===== src/rtl/regn_pipe.sv =====
// Elastic pipeline register: DEPTH n-bit stages with per-stage valids, valid/ready
// on both sides, flush, bubble collapsing and a registered occupancy count.
// The output data port is do_data because "do" is a reserved word in SystemVerilog.
module regn_pipe #(
  parameter int n     = 32,
  parameter int DEPTH = 3,
  localparam int CW   = $clog2(DEPTH + 1)
) (
  input  logic          clk,
  input  logic          rst_n,
  input  logic          flush,
  input  logic [n-1:0]  di,
  input  logic          di_valid,
  output logic          di_ready,
  output logic [n-1:0]  do_data,
  output logic          do_valid,
  input  logic          do_ready,
  output logic [CW-1:0] count
);

  logic [n-1:0]     data   [DEPTH];
  logic [n-1:0]     prev_d [DEPTH];
  logic [DEPTH-1:0] v;
  logic [DEPTH-1:0] prev_v;
  logic [DEPTH-1:0] adv;
  logic             go;
  logic             in_xfer;
  logic             out_xfer;

  // adv[i] = !v[i] || adv[i+1], unrolled from the output side through a running
  // term so the vector never feeds back on itself.
  always_comb begin
    adv = '0;
    go  = do_ready;
    for (int unsigned j = 0; j < DEPTH; j++) begin
      go                = go || !v[DEPTH-1-j];
      adv[DEPTH-1-j]    = go;
    end
  end

  always_comb begin
    prev_d[0] = di;
    prev_v[0] = di_valid;
    for (int unsigned i = 1; i < DEPTH; i++) begin
      prev_d[i] = data[i-1];
      prev_v[i] = v[i-1];
    end
  end

  assign di_ready = adv[0];
  assign do_data  = data[DEPTH-1];
  assign do_valid = v[DEPTH-1];
  assign in_xfer  = di_valid && adv[0];
  assign out_xfer = v[DEPTH-1] && do_ready;

  always_ff @(posedge clk) begin
    if (!rst_n) begin
      v     <= '0;
      count <= '0;
      for (int unsigned i = 0; i < DEPTH; i++) data[i] <= '0;
    end else if (flush) begin
      v     <= '0;
      count <= '0;
    end else begin
      for (int unsigned i = 0; i < DEPTH; i++) begin
        if (adv[i]) begin
          v[i] <= prev_v[i];
          // Data only moves with a valid word, so bubbles never toggle the registers.
          if (prev_v[i]) data[i] <= prev_d[i];
        end
      end
      count <= count + CW'(in_xfer) - CW'(out_xfer);
    end
  end

endmodule


===== config.mk =====
export PLATFORM = sky130hd
export DESIGN_NAME = regn_pipe
export DESIGN_NICKNAME = d
export VERILOG_FILES = /design/src/rtl/regn_pipe.sv
export SDC_FILE = /design/constraint.sdc
export NUM_CORES = 1
export LEC_CHECK = 0
export ABC_AREA = 1
export CAP_MARGIN = 30
export CORE_UTILIZATION = 35
export DETAILED_ROUTE_END_ITERATION = 7
export HOLD_SLACK_MARGIN = 0.02
export PLACE_DENSITY = 0.67
export SKIP_LAST_GASP = 1
export SYNTH_ARGS = -nofsm -noshare
export SYNTH_HDL_FRONTEND = slang
export SYNTH_SLANG_ARGS = --single-unit

===== constraint.sdc =====
create_clock -name clk -period 4.91 [get_ports clk]
set_clock_uncertainty 0.2 [all_clocks]
set_input_delay 0.491 -clock clk [delete_from_list [all_inputs] [get_ports clk]]
set_output_delay 0.491 -clock clk [all_outputs]
set_load 0.03 [all_outputs]

==> After elaboration in Yosys (flattened, before gate mapping) <==
Memory sizes are Yosys's and may differ from the RTL's.
Cells that the tools add are included.
{ "totals": {"regBits": 5, "latchBits": 0, "ramBits": 96, "mem_bits_ro": 0, "inputBits": 37, "out_inout_bits": 36, "word_cells": 39, "mem_count": 1} }
{ "memory_table": {"columns": ["memory", "words", "width", "read_ports", "rd_ports_with_merged_regs", "wr", "line_no", "rtl"], "rows": [
  ["data", 3, 32, 3, 0, 3, "21", "logic [n-1:0] data [DEPTH];"]
]} }
{ "classes": {"addsub": 2, "multipliers": 0, "n_div": 0, "n_lt_le_gt_ge": 0, "n_eq_ne": 0, "shifts": 0, "n_mux": 19, "bitwise_logic": 4, "reduce_logical": 9} }
{ "op_table": {"columns": ["cell", "n"], "rows": [
  ["two-way mux 32 bit", 3],
  ["two-way mux 1 bit", 16],
  ["logical NOT 1 bit", 3],
  ["logical OR 1 bit", 3],
  ["bitwise OR 1 bit", 3],
  ["adder 2 x 1 -> 2 bit", 1],
  ["logical AND 1 bit", 2],
  ["OR reduction 2 bit", 1],
  ["subtractor 2 x 1 -> 2 bit", 1],
  ["NOT 1 bit", 1]
]} }

==> Logic depth before layout (Yosys ltp) <==
{ "depth": {"depth_word": 9, "mapped_depth": 9, "depth_no_buf": 9} }

==> Least setup slack after synthesis <==
Ideal clock, no wire load.
{ "synth_timing": {"path_type": "input-to-reg", "start": "in do_ready", "end": "mem data[0][0] (enable)", "setup_time_ns": 0.466, "t_arrival_ns": 3.334, "required_time_ns": 4.244, "setup_slack_ns": 0.910, "path_stages": 4, "n_path_buf": 0, "cell_sequence": "inv_1 > nand4_1 > nand2_1 > o21ai_0"} }
{ "synth_rtl": {"columns": ["item", "line_no", "rtl"], "rows": [
  ["start, declared", "17", "input logic do_ready,"],
  ["end, declared", "21", null]
]} }

==> reports/qor.csv <==
metric,value,unit
area_delta_synth_final,20.8,%
startpoint_type,input pin,
worst-slew-pin-transition,631,ps
tns,0,ps
finalCritPeriodShare,57.1,%
required,4780,ps
synth.avg_cell_area,12.1,um^2
rsz0062_at_grt,no,
layout_commonest_cell,inv_1,
cts_buffers,9,
critical-path-slowest-cell,clkdlybuf4s50_1,
drtIter0Drc,150,
core,12700,um^2
ir_drop,0.205,mV
antennaDiodeCount,0,
synth_seq_area_share,65.5,%
ios,73,
cts_sinks,101,
slowest_delay,600,ps
worstHoldPathType,flop to flop,
num_vias,2447,
design.die.area,13500,um^2
critPathBufInv,2,
vias_per_cell,4.13,
drive_gt1_share,15.7,%
synth_adder_area_share,0.550,%
post-dp-hpwl,4660,um
clockBufferDepth,2,
cp_cell_sequence,"clkdlybuf4s50_1, nand3_1, nor2_1, nor2_4, buf_4, a21oi_1",
synth-xor-area-share,0.192,%
clk_latency,340,ps
outcome,completed,
die-width,116,um
syn_nets,416,
wirelength,6950,um
wl_per_cell,11.7,um
synth_seq_cells,101,
max_freq,357,MHz
cp_max_fo,40,
clkTransAtPathRegs,70,ps
grt_pass1_vias,2319,
remaining_drc_errors,0,
finalCriticalPeriod,2800,ps
synth_area,4550,um^2
num-nets-final,454,
holdWs,347,ps
cellPowerDensity,328,nW/um^2
relSlewSlack,57.8,%
yosys.area_share.simple,1.95,%
cts_setup_buffers,0,
numPortBuffers,72,
postRouteAntennaNets,0,
hold_viol_final,0,
drt-pass1-iter-count,4,
post_cts_resized,0,
dp_worst_setup_slack,1570,ps
synth_top_family_by_area,buffers and inverters,
crit_family,buffers and inverters,
synth.area.mux_share,0,%
leakagePower,2.12,nW
end_kind,flop,
gp_congestion,0.709,
antenna_found_initial,0,
drv_cap,0,
num_rows,41,
cts-htree-levels,3,
finalSetupViolCount,0,
netlist_instances,377,
cts_tree,built,
setup_ws,2110,ps
grt_use_total,10.8,%
initial_core_util,35.9,%
grt_pass1_wl,10900,um
cp.arrival,2670,ps
ys_warn_count,0,
slew_viol_final,0,
floorplan.die.height,116,um
grt_max_degree,77,
clock-root-buffer,clkbuf_16,
synth_compound_area_share,14.6,%
final_cell_mix,"inv_1, edfxtp_1, clkdlybuf4s50_1",
synth_cell_types,20,
cts_hold_buf,0,
overflow,0,
crit_type,input pin to flop,
==> cells in the mapped netlist, drive strengths merged <==
cell    number  area share [%]
buf         52             8.7
nor3b        1            0.17
o31ai        1            0.17
nor2         6            0.55
inv        103             8.5
nand3b       1            0.44
dfxtp        5             2.2
nand3        1            0.11
xnor2        1            0.19
edfxtp      96              63
ha           2            0.55
nand4        1            0.14
nand2        6            0.55
o21ai        3            0.33
a21oi       98              14
==> cell type report <==
type | count | area (um^2)
inverter | 103 | 387
fill | 1133 | 7170
sequential | 101 | 2980
tap | 172 | 215
clock inverter | 6 | 30.0
clock buffer | 10 | 229
timing repair buffer | 79 | 831
multi-input combinational | 121 | 825
==> worst register-to-register path: stages, from the launching register on <==
cell,delay [ps]
dfxtp_1,380
nand2_1,130
nor2_1,220
nor2_1,110
nor2_4,500
buf_4,540
a21oi_1,160
==> flip-flops by register name (all words and copies together), names as in the netlist <==
name / flops
count: 2
data: 96
v: 3
==> worst paths after layout <==
check | to | cells past startpoint | startpoint | slack [ps]
worst max-delay path | data[0][10] | 6 | rst_n | 2110
worst min-delay path | v[2] | 2 | v[1] | 350
worst max register to register | data[0][10] | 6 | v[2] | 2400
worst min register to register | v[2] | 2 | v[1] | 350
==> kinds of logic (layout without fill, tap and decap cells) <==
family	Yosys count	in the layout
compound gates	102	102
xor+xnor	1	1
fa+ha+maj	2	2
buf+inv	155	198
flops	101	101
simple gates	16	16
==> stage by stage <==
stage / area [um^2] / power [mW] / utilization [%] / std cells
CTS: 5410 / 1.81 / 42.7 / 588
detailed placement: 5150 / 1.20 / 40.7 / 572
global placement: 5150 / 1.19 / 40.7 / 572
global route: 5500 / 1.87 / 43.4 / 592
floorplan: 4550 / 1.14 / - / 377
finish: 5500 / 1.81 / 43.4 / 592
==> per-layer routing <==
metal  up-vias  part of all wire (%)  wire [um]  track usage, %
met4         0                   1.7        121            5.13
li1       1273                     -          -               -
met1      1112                    46       3170            12.7
met3         9                   4.3        296            3.35
met5         -                     0          0               0
met2        53                    48       3360            18.2
==> where the power goes <==
| part | total [mW] | switching, mW | leakage (nW) | internal [mW] |
|---|---|---|---|---|
| logic | 0.178 | 0.102 | 0.953 | 0.0758 |
| registers | 1.01 | 0.0131 | 1.04 | 0.995 |
| clock network | 0.620 | 0.283 | 0.127 | 0.337 |
| total | 1.81 | 0.398 | 2.12 | 1.41 |
Note: power is estimated with default switching activity, not from simulation.
